$ cat src/rtl/fetch_if.sv
// Fetch unit bus bundle: control from the pipeline, the instruction memory
// request/response pair and the IF/ID slot presented to decode.
//   master : fetch unit side (drives imem_req/imem_addr and the IF/ID slot)
//   slave  : environment side (pipeline control and instruction memory)
interface fetch_if;
    localparam int unsigned XLEN = 32;
    localparam int unsigned OPW  = 5;

    logic            stall;
    logic            flush;
    logic [XLEN-1:0] branch_target;
    logic            imem_req;
    logic [XLEN-1:0] imem_addr;
    logic            imem_ready;
    logic [XLEN-1:0] imem_rdata;
    logic [XLEN-1:0] if_id_pc;
    logic [XLEN-1:0] if_id_inst;
    logic            if_id_valid;
    logic [OPW-1:0]  opcode;

    modport master (
        input  stall, flush, branch_target, imem_ready, imem_rdata,
        output imem_req, imem_addr, if_id_pc, if_id_inst, if_id_valid, opcode
    );

    modport slave (
        output stall, flush, branch_target, imem_ready, imem_rdata,
        input  imem_req, imem_addr, if_id_pc, if_id_inst, if_id_valid, opcode
    );
endinterface

$ cat src/rtl/fetch_unit.sv
// Instruction fetch stage with a one-entry hold buffer for stalls.
//   clk  : rising-edge clock
//   rst  : synchronous active-high reset
//   bus  : fetch_if.master -- stall/flush/branch_target in, imem request and
//          response, IF/ID slot (pc, inst, valid) and decoded opcode out
module fetch_unit #(
    parameter logic [31:0] RESET_PC = 32'h0000_0000,
    parameter logic [31:0] NOP_INST = 32'h0000_0013
) (
    input  logic     clk,
    input  logic     rst,
    fetch_if.master  bus
);
    localparam int unsigned XLEN = 32;
    localparam logic [XLEN-1:0] ALIGN_MASK = ~XLEN'(3);

    typedef enum logic {
        FETCH = 1'b0,
        HOLD  = 1'b1
    } state_t;

    state_t          state_q, state_d;
    logic [XLEN-1:0] pc_q, pc_d;
    logic [XLEN-1:0] hold_q, hold_d;
    logic [XLEN-1:0] if_pc_q, if_pc_d;
    logic [XLEN-1:0] if_inst_q, if_inst_d;
    logic            if_valid_q, if_valid_d;
    logic [XLEN-1:0] pc_inc;

    // pc+4 wraps naturally in 32 bits
    assign pc_inc = pc_q + XLEN'(4);

    // State and datapath registers
    always_ff @(posedge clk) begin
        if (rst) begin
            state_q    <= FETCH;
            pc_q       <= RESET_PC & ALIGN_MASK;
            hold_q     <= '0;
            if_pc_q    <= '0;
            if_inst_q  <= NOP_INST;
            if_valid_q <= 1'b0;
        end else begin
            state_q    <= state_d;
            pc_q       <= pc_d;
            hold_q     <= hold_d;
            if_pc_q    <= if_pc_d;
            if_inst_q  <= if_inst_d;
            if_valid_q <= if_valid_d;
        end
    end

    // Next-state and datapath update; flush beats stall beats imem_ready
    always_comb begin
        state_d    = state_q;
        pc_d       = pc_q;
        hold_d     = hold_q;
        if_pc_d    = if_pc_q;
        if_inst_d  = if_inst_q;
        if_valid_d = if_valid_q;

        if (bus.flush) begin
            // Redirect: drop any same-cycle response and any held word
            state_d    = FETCH;
            pc_d       = bus.branch_target & ALIGN_MASK;
            if_pc_d    = '0;
            if_inst_d  = NOP_INST;
            if_valid_d = 1'b0;
        end else if (bus.stall) begin
            // IF/ID frozen; park a response that arrives during the stall
            if (state_q == FETCH && bus.imem_ready) begin
                hold_d  = bus.imem_rdata;
                state_d = HOLD;
            end
        end else begin
            case (state_q)
                FETCH: begin
                    if (bus.imem_ready) begin
                        if_inst_d  = bus.imem_rdata;
                        if_pc_d    = pc_q;
                        if_valid_d = 1'b1;
                        pc_d       = pc_inc;
                    end else begin
                        if_inst_d  = NOP_INST;
                        if_valid_d = 1'b0;
                    end
                end
                HOLD: begin
                    if_inst_d  = hold_q;
                    if_pc_d    = pc_q;
                    if_valid_d = 1'b1;
                    pc_d       = pc_inc;
                    state_d    = FETCH;
                end
                default: state_d = FETCH;
            endcase
        end
    end

    // Request is suppressed in the reset cycle so a stale fetch never issues
    assign bus.imem_req    = (state_q == FETCH) && !rst;
    assign bus.imem_addr   = pc_q;
    assign bus.if_id_pc    = if_pc_q;
    assign bus.if_id_inst  = if_inst_q;
    assign bus.if_id_valid = if_valid_q;
    assign bus.opcode      = if_inst_q[6:2];
endmodule

$ cat src/flat_wrapper.sv
// flat-port wrapper written by rule: the top's interface ports become plain ports
module fetch_unit_flat 
#(
    parameter logic [31:0] RESET_PC = 32'h0000_0000,
    parameter logic [31:0] NOP_INST = 32'h0000_0013
)
  (clk, rst, bus_stall, bus_flush, bus_branch_target, bus_imem_ready, bus_imem_rdata, bus_imem_req, bus_imem_addr, bus_if_id_pc, bus_if_id_inst, bus_if_id_valid, bus_opcode);
  fetch_if bus_i ();
  input  logic clk;
  input  logic rst;
  input wire logic [$bits(bus_i.stall)-1:0] bus_stall;
  input wire logic [$bits(bus_i.flush)-1:0] bus_flush;
  input wire logic [$bits(bus_i.branch_target)-1:0] bus_branch_target;
  input wire logic [$bits(bus_i.imem_ready)-1:0] bus_imem_ready;
  input wire logic [$bits(bus_i.imem_rdata)-1:0] bus_imem_rdata;
  output wire logic [$bits(bus_i.imem_req)-1:0] bus_imem_req;
  output wire logic [$bits(bus_i.imem_addr)-1:0] bus_imem_addr;
  output wire logic [$bits(bus_i.if_id_pc)-1:0] bus_if_id_pc;
  output wire logic [$bits(bus_i.if_id_inst)-1:0] bus_if_id_inst;
  output wire logic [$bits(bus_i.if_id_valid)-1:0] bus_if_id_valid;
  output wire logic [$bits(bus_i.opcode)-1:0] bus_opcode;
  assign bus_i.stall = bus_stall;
  assign bus_i.flush = bus_flush;
  assign bus_i.branch_target = bus_branch_target;
  assign bus_i.imem_ready = bus_imem_ready;
  assign bus_i.imem_rdata = bus_imem_rdata;
  assign bus_imem_req = bus_i.imem_req;
  assign bus_imem_addr = bus_i.imem_addr;
  assign bus_if_id_pc = bus_i.if_id_pc;
  assign bus_if_id_inst = bus_i.if_id_inst;
  assign bus_if_id_valid = bus_i.if_id_valid;
  assign bus_opcode = bus_i.opcode;
  fetch_unit #(.RESET_PC(RESET_PC), .NOP_INST(NOP_INST)) u_core (.clk(clk), .rst(rst), .bus(bus_i));
endmodule
$ cat config.mk
export PLATFORM = sky130hd
export DESIGN_NAME = fetch_unit_flat
export DESIGN_NICKNAME = d
export VERILOG_FILES = /design/src/rtl/fetch_if.sv /design/src/rtl/fetch_unit.sv /design/src/flat_wrapper.sv
export SDC_FILE = /design/constraint.sdc
export NUM_CORES = 1
export LEC_CHECK = 0
export BUFFER_PORTS_ARGS = -buffer_cell sky130_fd_sc_hd__clkbuf_2
export CORE_MARGIN = 2
export CORE_UTILIZATION = 25
export CTS_CLUSTER_SIZE = 16
export DETAILED_ROUTE_END_ITERATION = 8
export SETUP_SLACK_MARGIN = 0.02
export SLEW_MARGIN = 20
export SYNTH_ARGS = -nofsm -noshare
export SYNTH_HDL_FRONTEND = slang
export SYNTH_SLANG_ARGS = --single-unit
$ cat constraint.sdc
create_clock -name clk -period 2.2 [get_ports clk]
set_input_delay 0 -clock clk [delete_from_list [all_inputs] [get_ports clk]]
set_output_delay 0 -clock clk [all_outputs]
set_load 0.02 [all_outputs]
==> run metrics, run 1 <==
Worst Max-Slew Pin Slew 0.771 ns; CP Launch Type register; Max-Cap Viols 0; vias in the first global route 5,549; CTS max path bufs 2; Hold Path Depth 4; Die Wd 154 µm; fin. max-slew vios 0; relative slew slack 0.486; Tmin final 2.02 ns; xor/xnor share of the synthesized area 0.0124; Vias 5,913; yosys warns 0; RD Place Congestion 0.826; post-synthesis simple-gate area fraction 0.287; number of antenna violations at the first check in global routing 0; adder and majority cell fraction of the synthesized area 0.00222; Critical R2R Capture u_core.bus.imem_addr[20]$_SDFFE_PP0P_; vias per std cell 4.75; status finished, final reports clean; detailed-route wire length 18.8 mm; Top Ports 172; Setup Viol. Count Final 0; Final Util 0.367; final period utilization 0.916; #FFs+latches synth 126; Leakage 3.20 nW; Nets 1,024; ys async rst share 0; DP HPWL 12.4 mm; largest net degree at the start of global routing 66; CTS buffer count 17; Hold WC Path Type in -> reg; Worst Hold End u_core.bus.imem_addr[31]$_SDFFE_PP0P_; fmax 496 MHz; Power Dens Cells 773 nW/µm²; final worst setup slack 0.184 ns; largest family of logic cells by synthesized area simple AND/OR/NAND/NOR gates; Wirelength per Cell 15.1 µm; core region area 22,000 µm²; Compound-Gate Fraction of Synth Area 0.190; RSZ-0062 raised after global routing no; most frequent cells in the layout nand2_1 (171), clkbuf_2 (165), dfxtp_1 (125); CTS Sinks 126; DIE AREA 23,800 µm²; Remaining DRCs 0; Worst Setup End Kind register; port bufs 165; drt initial violations 324; commonest non-fill, non-tap cell in the layout nand2_1; highest net fanout along the worst path 7; Root Buffer clkbuf_16; worst r2r src u_core.bus.imem_addr[15]$_SDFFE_PP0P_; Worst-path clk slew approximately 0.06 ns; flop-to-flop setup slack about 0.18 ns; peak supply drop ~0.00043 V; post-CTS setup buffer count 0; synth unique cells 44; GRT Resource Usage Total 0.158; CP arrival 2.29 ns; antenna fix cells 0; Sum Neg Setup Slack 0 ns; num rows 54; GR Overflow Total 0; DRT Pass-1 Iters 5; starting density of the core 0.256; mapped cell area 5650 µm²; CTS tree yes; min-delay src bus_branch_target[31]; synth-to-layout area growth 43.2%; WS Path Type reg -> reg; Chip Height 154 µm; Worst Setup Slack post-DPL between 0.2 and 0.25 ns; skew final 0.00781 ns; WP data required 2.47 ns; cell count of the worst reg-to-reg path 5; cells after synthesis 739; sequential area share after synthesis 0.447; fraction of layout cells with a size suffix above 1 0.242; first-pass GRT wire length 30.2 mm; Clock H-tree levels 4; worst skew pair latency 0.41 ns; Hold Vio Cnt, Final 0; synthesized area per cell 7.64 µm²; main flop type after synthesis dfxtp_1; EDFF count, synth 0; Post-DRT Antenna Nets 0; Post-CTS Resized 0; mux cell area share after synthesis 0
-- power by group --
group / internal [mW] / switching (mW)
clock: 2.08 / 1.01
sequential: 2.36 / 0.0718
combinational: 0.303 / 0.427
total: 4.75 / 1.51
-- critical path, stage by stage, from the launching register on --
cell	delay, ns
dfxtp_1	0.44
nand4_2	0.16
buf_4	0.18
or2_2	0.31
or3_1	0.36
a2111oi_0	0.42
-- timing repair --
action	4_1_cts	5_1_grt
endpoints found under the hold margin	64	0
hold buffers	61	0
endpoints found under the setup margin	0	0
-- synthesized netlist by cell type, types with 10 or more instances --
| library cell | instances | area share |
|---|---|---|
| a211oi_1 | 10 | 0.013 |
| a311oi_1 | 11 | 0.017 |
| nand4_1 | 11 | 0.012 |
| nand2_1 | 171 | 0.11 |
| a21oi_1 | 123 | 0.11 |
| clkbuf_1 | 46 | 0.031 |
| dfxtp_1 | 126 | 0.45 |
| nand3b_1 | 29 | 0.039 |
| nor2_1 | 64 | 0.043 |
| nand3_1 | 10 | 0.0089 |
| inv_1 | 16 | 0.011 |
-- layer usage --
layer / GRT usage / vias to the layer above / share of wire
li1: - / 2981 / -
met1: 0.215 / 2755 / 0.48
met2: 0.250 / 154 / 0.46
met3: 0.0317 / 23 / 0.042
met4: 0.0586 / 0 / 0.019
met5: 0 / - / 0
-- registers in the layout, indices dropped and copies added, names as in the netlist --
name                    cells
u_core.hold_q              32
u_core.bus.if_id_pc        30
u_core.bus.imem_addr       30
u_core.state_q              1
u_core.bus.if_id_inst      32
u_core.bus.if_id_valid      1
-- area by class of cell --
cell class	count	area [µm²]
fill	2296	13900
multi-input combinational	534	2810
sequential	126	2520
timing repair buffer	259	1710
clock buffer	22	474
tap	280	350
clock inverter	7	160
inverter	16	60.1
-- through the flow --
step / cell area [µm²] / hold slack (ns) / std cells / power, mW
after global placement: 6840 / 0.240 / 1154 / 3.12
after floorplan: 5660 / 0.136 / 742 / 2.85
final: 8080 / 0.0284 / 1244 / 6.25
after CTS: 8080 / 0.0177 / 1244 / 6.32
after detailed placement: 6840 / 0.248 / 1154 / 3.12
after global routing: 8080 / 0.0417 / 1244 / 6.52
-- worst max-delay path by stage --
stage | startpoint | endpoint | slack (ns) | cells past startpoint
after global placement | u_core.bus.imem_addr[15]$_SDFFE_PP0P_ | u_core.bus.imem_addr[21]$_SDFFE_PP0P_ | 0.27 | 4
final | u_core.bus.imem_addr[15]$_SDFFE_PP0P_ | u_core.bus.imem_addr[20]$_SDFFE_PP0P_ | 0.18 | 5
after floorplan | u_core.bus.imem_addr[14]$_SDFFE_PP0P_ | u_core.bus.imem_addr[21]$_SDFFE_PP0P_ | 0.09 | 4
after detailed placement | u_core.bus.imem_addr[2]$_SDFFE_PP0P_ | u_core.bus.imem_addr[20]$_SDFFE_PP0P_ | 0.21 | 5
after global routing | u_core.bus.imem_addr[2]$_SDFFE_PP0P_ | u_core.bus.imem_addr[20]$_SDFFE_PP0P_ | 0.06 | 5
after CTS | u_core.bus.imem_addr[2]$_SDFFE_PP0P_ | u_core.bus.imem_addr[20]$_SDFFE_PP0P_ | 0.18 | 5
-- kinds of logic after synthesis --
group / count (synthesis)
buf+inv: 82
flops: 126
xor+xnor: 8
other cells: 1
fa+ha+maj: 1
simple gates: 343
compound gates: 178
No activity file was read; power rests on OpenSTA's default activity.
==> run 2, diff against run 1 <==
--- a/config.mk
+++ b/config.mk
@@ -5,11 +5,13 @@
 export SDC_FILE = /design/constraint.sdc
 export NUM_CORES = 1
 export LEC_CHECK = 0
+export ABC_CLOCK_PERIOD_IN_PS = 2200
 export BUFFER_PORTS_ARGS = -buffer_cell sky130_fd_sc_hd__clkbuf_2
 export CORE_MARGIN = 2
 export CORE_UTILIZATION = 25
 export CTS_CLUSTER_SIZE = 16
 export DETAILED_ROUTE_END_ITERATION = 8
+export HOLD_SLACK_MARGIN = 0.15
 export SETUP_SLACK_MARGIN = 0.02
 export SLEW_MARGIN = 20
 export SYNTH_ARGS = -nofsm -noshare
==> run 2 against run 1 <==
Clock power about the same. Wire length increased by 0.81%. Critical path depth unchanged. Combinational power increased by 2%. Die area unchanged.
==> run metrics, run 2 (synthesis results as in run 1) <==
CTS buffer count 17; DP HPWL 12.4 mm; peak supply drop 0.000428 V; detailed-route wire length 18.9 mm; slowest stage cell on the critical path dfxtp_1; flop-to-flop setup slack 0.18 ns; Hold WC Path Type in -> reg; final period utilization 0.917; Critical R2R Capture u_core.bus.imem_addr[20]$_SDFFE_PP0P_; largest net degree at the start of global routing 66; skew final 0.00738 ns; highest net fanout along the worst path 7; Vias 5,936; CP Depth 5; Remaining DRCs 0; Power Dens Cells 767 nW/µm²; num rows 54; number of antenna violations at the first check in global routing 0; DRT Pass-1 Iters 5; Wirelength per Cell 15.1 µm; Worst Max-Slew Pin Slew 0.766 ns; CTS Sinks 126; Buf/Inv on CP 1; overall power 6.27 mW; vias in the first global route between 5,000 and 6,000; Top Ports 172; worst skew pair latency 0.41 ns; Chip Height 154 µm; RSZ-0062 raised after global routing no; RD Place Congestion 0.826; fin. max-slew vios 0; WS Path Type reg -> reg; Clock H-tree levels 4; placed inst area 6840 µm²; fillcell total 2,292; fmax 496 MHz; fraction of layout cells with a size suffix above 1 0.239; CP Launch Type register; Critical Path, Cell by Cell nand4_2 > buf_4 > or2_2 > or3_1 > a2111oi_0; most frequent cells in the layout nand2_1 (171), clkbuf_2 (165), dfxtp_1 (125); relative slew slack 0.489; Leakage 3.24 nW; GRT Resource Usage Total 0.160; first-pass GRT wire length ~31 mm; worst r2r src u_core.bus.imem_addr[15]$_SDFFE_PP0P_; core region area roughly 22,000 µm²; fin area 8170 µm²; drt initial violations 293; DIE AREA 23,800 µm²; Tmin final 2.02 ns; CP top delay family simple AND/OR/NAND/NOR gates; CTS max path bufs 2; cell count of the worst reg-to-reg path 5; CTS tree yes; Crit path largest cell delay 0.45 ns; port bufs 165; status finished, final reports clean; Sum Neg Setup Slack 0 ns; Setup Viol. Count Final 0; starting density of the core 0.256; Root Buffer clkbuf_16; GR Overflow Total 0; Worst Setup End Kind register; Worst-path clk slew approximately 0.060 ns; Die Wd 154 µm; Worst Setup EP u_core.bus.imem_addr[20]$_SDFFE_PP0P_; vias per std cell 4.74; WP data required around 2.5 ns; commonest non-fill, non-tap cell in the layout nand2_1; post-CTS setup buffer count 0; Max-Cap Viols 0; antenna fix cells 0; Nets 1,033; Post-DRT Antenna Nets 0; Worst Setup SP u_core.bus.imem_addr[15]$_SDFFE_PP0P_; synth-to-layout area growth 44.8%; CP arrival 2.29 ns; Hold Vio Cnt, Final 0
==> run 2: final cells by class <==
class                      count  area, µm²  share of cell area
clock inverter                 7        160              0.0196
timing repair buffer         268       1800               0.220
tap                          280        350              0.0429
inverter                      16       60.1             0.00735
multi-input combinational    534       2810               0.343
sequential                   126       2520               0.309
clock buffer                  22        474              0.0580
==> run 2: worst register-to-register path, stage by stage, from the launching register on <==
cell,delay (ns)
dfxtp_1,0.45
nand4_2,0.16
buf_4,0.18
or2_2,0.31
or3_1,0.36
a2111oi_0,0.43
==> run 2: worst min path at each step <==
| stage | depth (start not counted) | endpoint | slack [ns] | from |
|---|---|---|---|---|
| floorplan | 2 | u_core.hold_q[0]$_SDFFE_PP0P_ | 0.14 | bus_imem_rdata[0] |
| global placement | 3 | u_core.hold_q[4]$_SDFFE_PP0P_ | 0.24 | bus_imem_rdata[4] |
| detailed placement | 3 | u_core.hold_q[14]$_SDFFE_PP0P_ | 0.25 | bus_imem_rdata[14] |
| CTS | 4 | u_core.hold_q[17]$_SDFFE_PP0P_ | 0.37 | bus_imem_rdata[17] |
| global route | 4 | u_core.hold_q[27]$_SDFFE_PP0P_ | 0.39 | bus_imem_rdata[27] |
| finish | 4 | u_core.hold_q[17]$_SDFFE_PP0P_ | 0.38 | bus_imem_rdata[17] |
==> run 2: layer usage <==
layer	up-vias	GRT usage	routed length (µm)
met5	-	0	0
met4	0	0.0586	393
met3	23	0.0311	883
met2	159	0.253	8590
met1	2756	0.217	9080
li1	2998	-	-
==> run 2: repair_timing <==
| item | CTS | global route |
|---|---|---|
| hold buffers | 70 | 0 |
| endpoints found under the hold margin | 105 | 0 |
| gates resized for setup | 0 | 0 |
==> run 2: power by group <==
group / internal [mW] / total, mW / switching, mW / leakage [nW]
logic: 0.312 / 0.742 / 0.430 / 1.90
registers: 2.36 / 2.44 / 0.0721 / 1.03
clock network: 2.08 / 3.09 / 1.01 / 0.312
==> run 2: through the flow <==
stage,worst slack (ns),utilization,instances,hold slack [ns]
final,0.182,0.371,1253,0.380
after global routing,0.0571,0.371,1253,0.391
after CTS,0.185,0.371,1253,0.369
after detailed placement,0.209,0.310,1154,0.248
after global placement,0.268,0.310,1154,0.240
after floorplan,0.0881,-,742,0.136
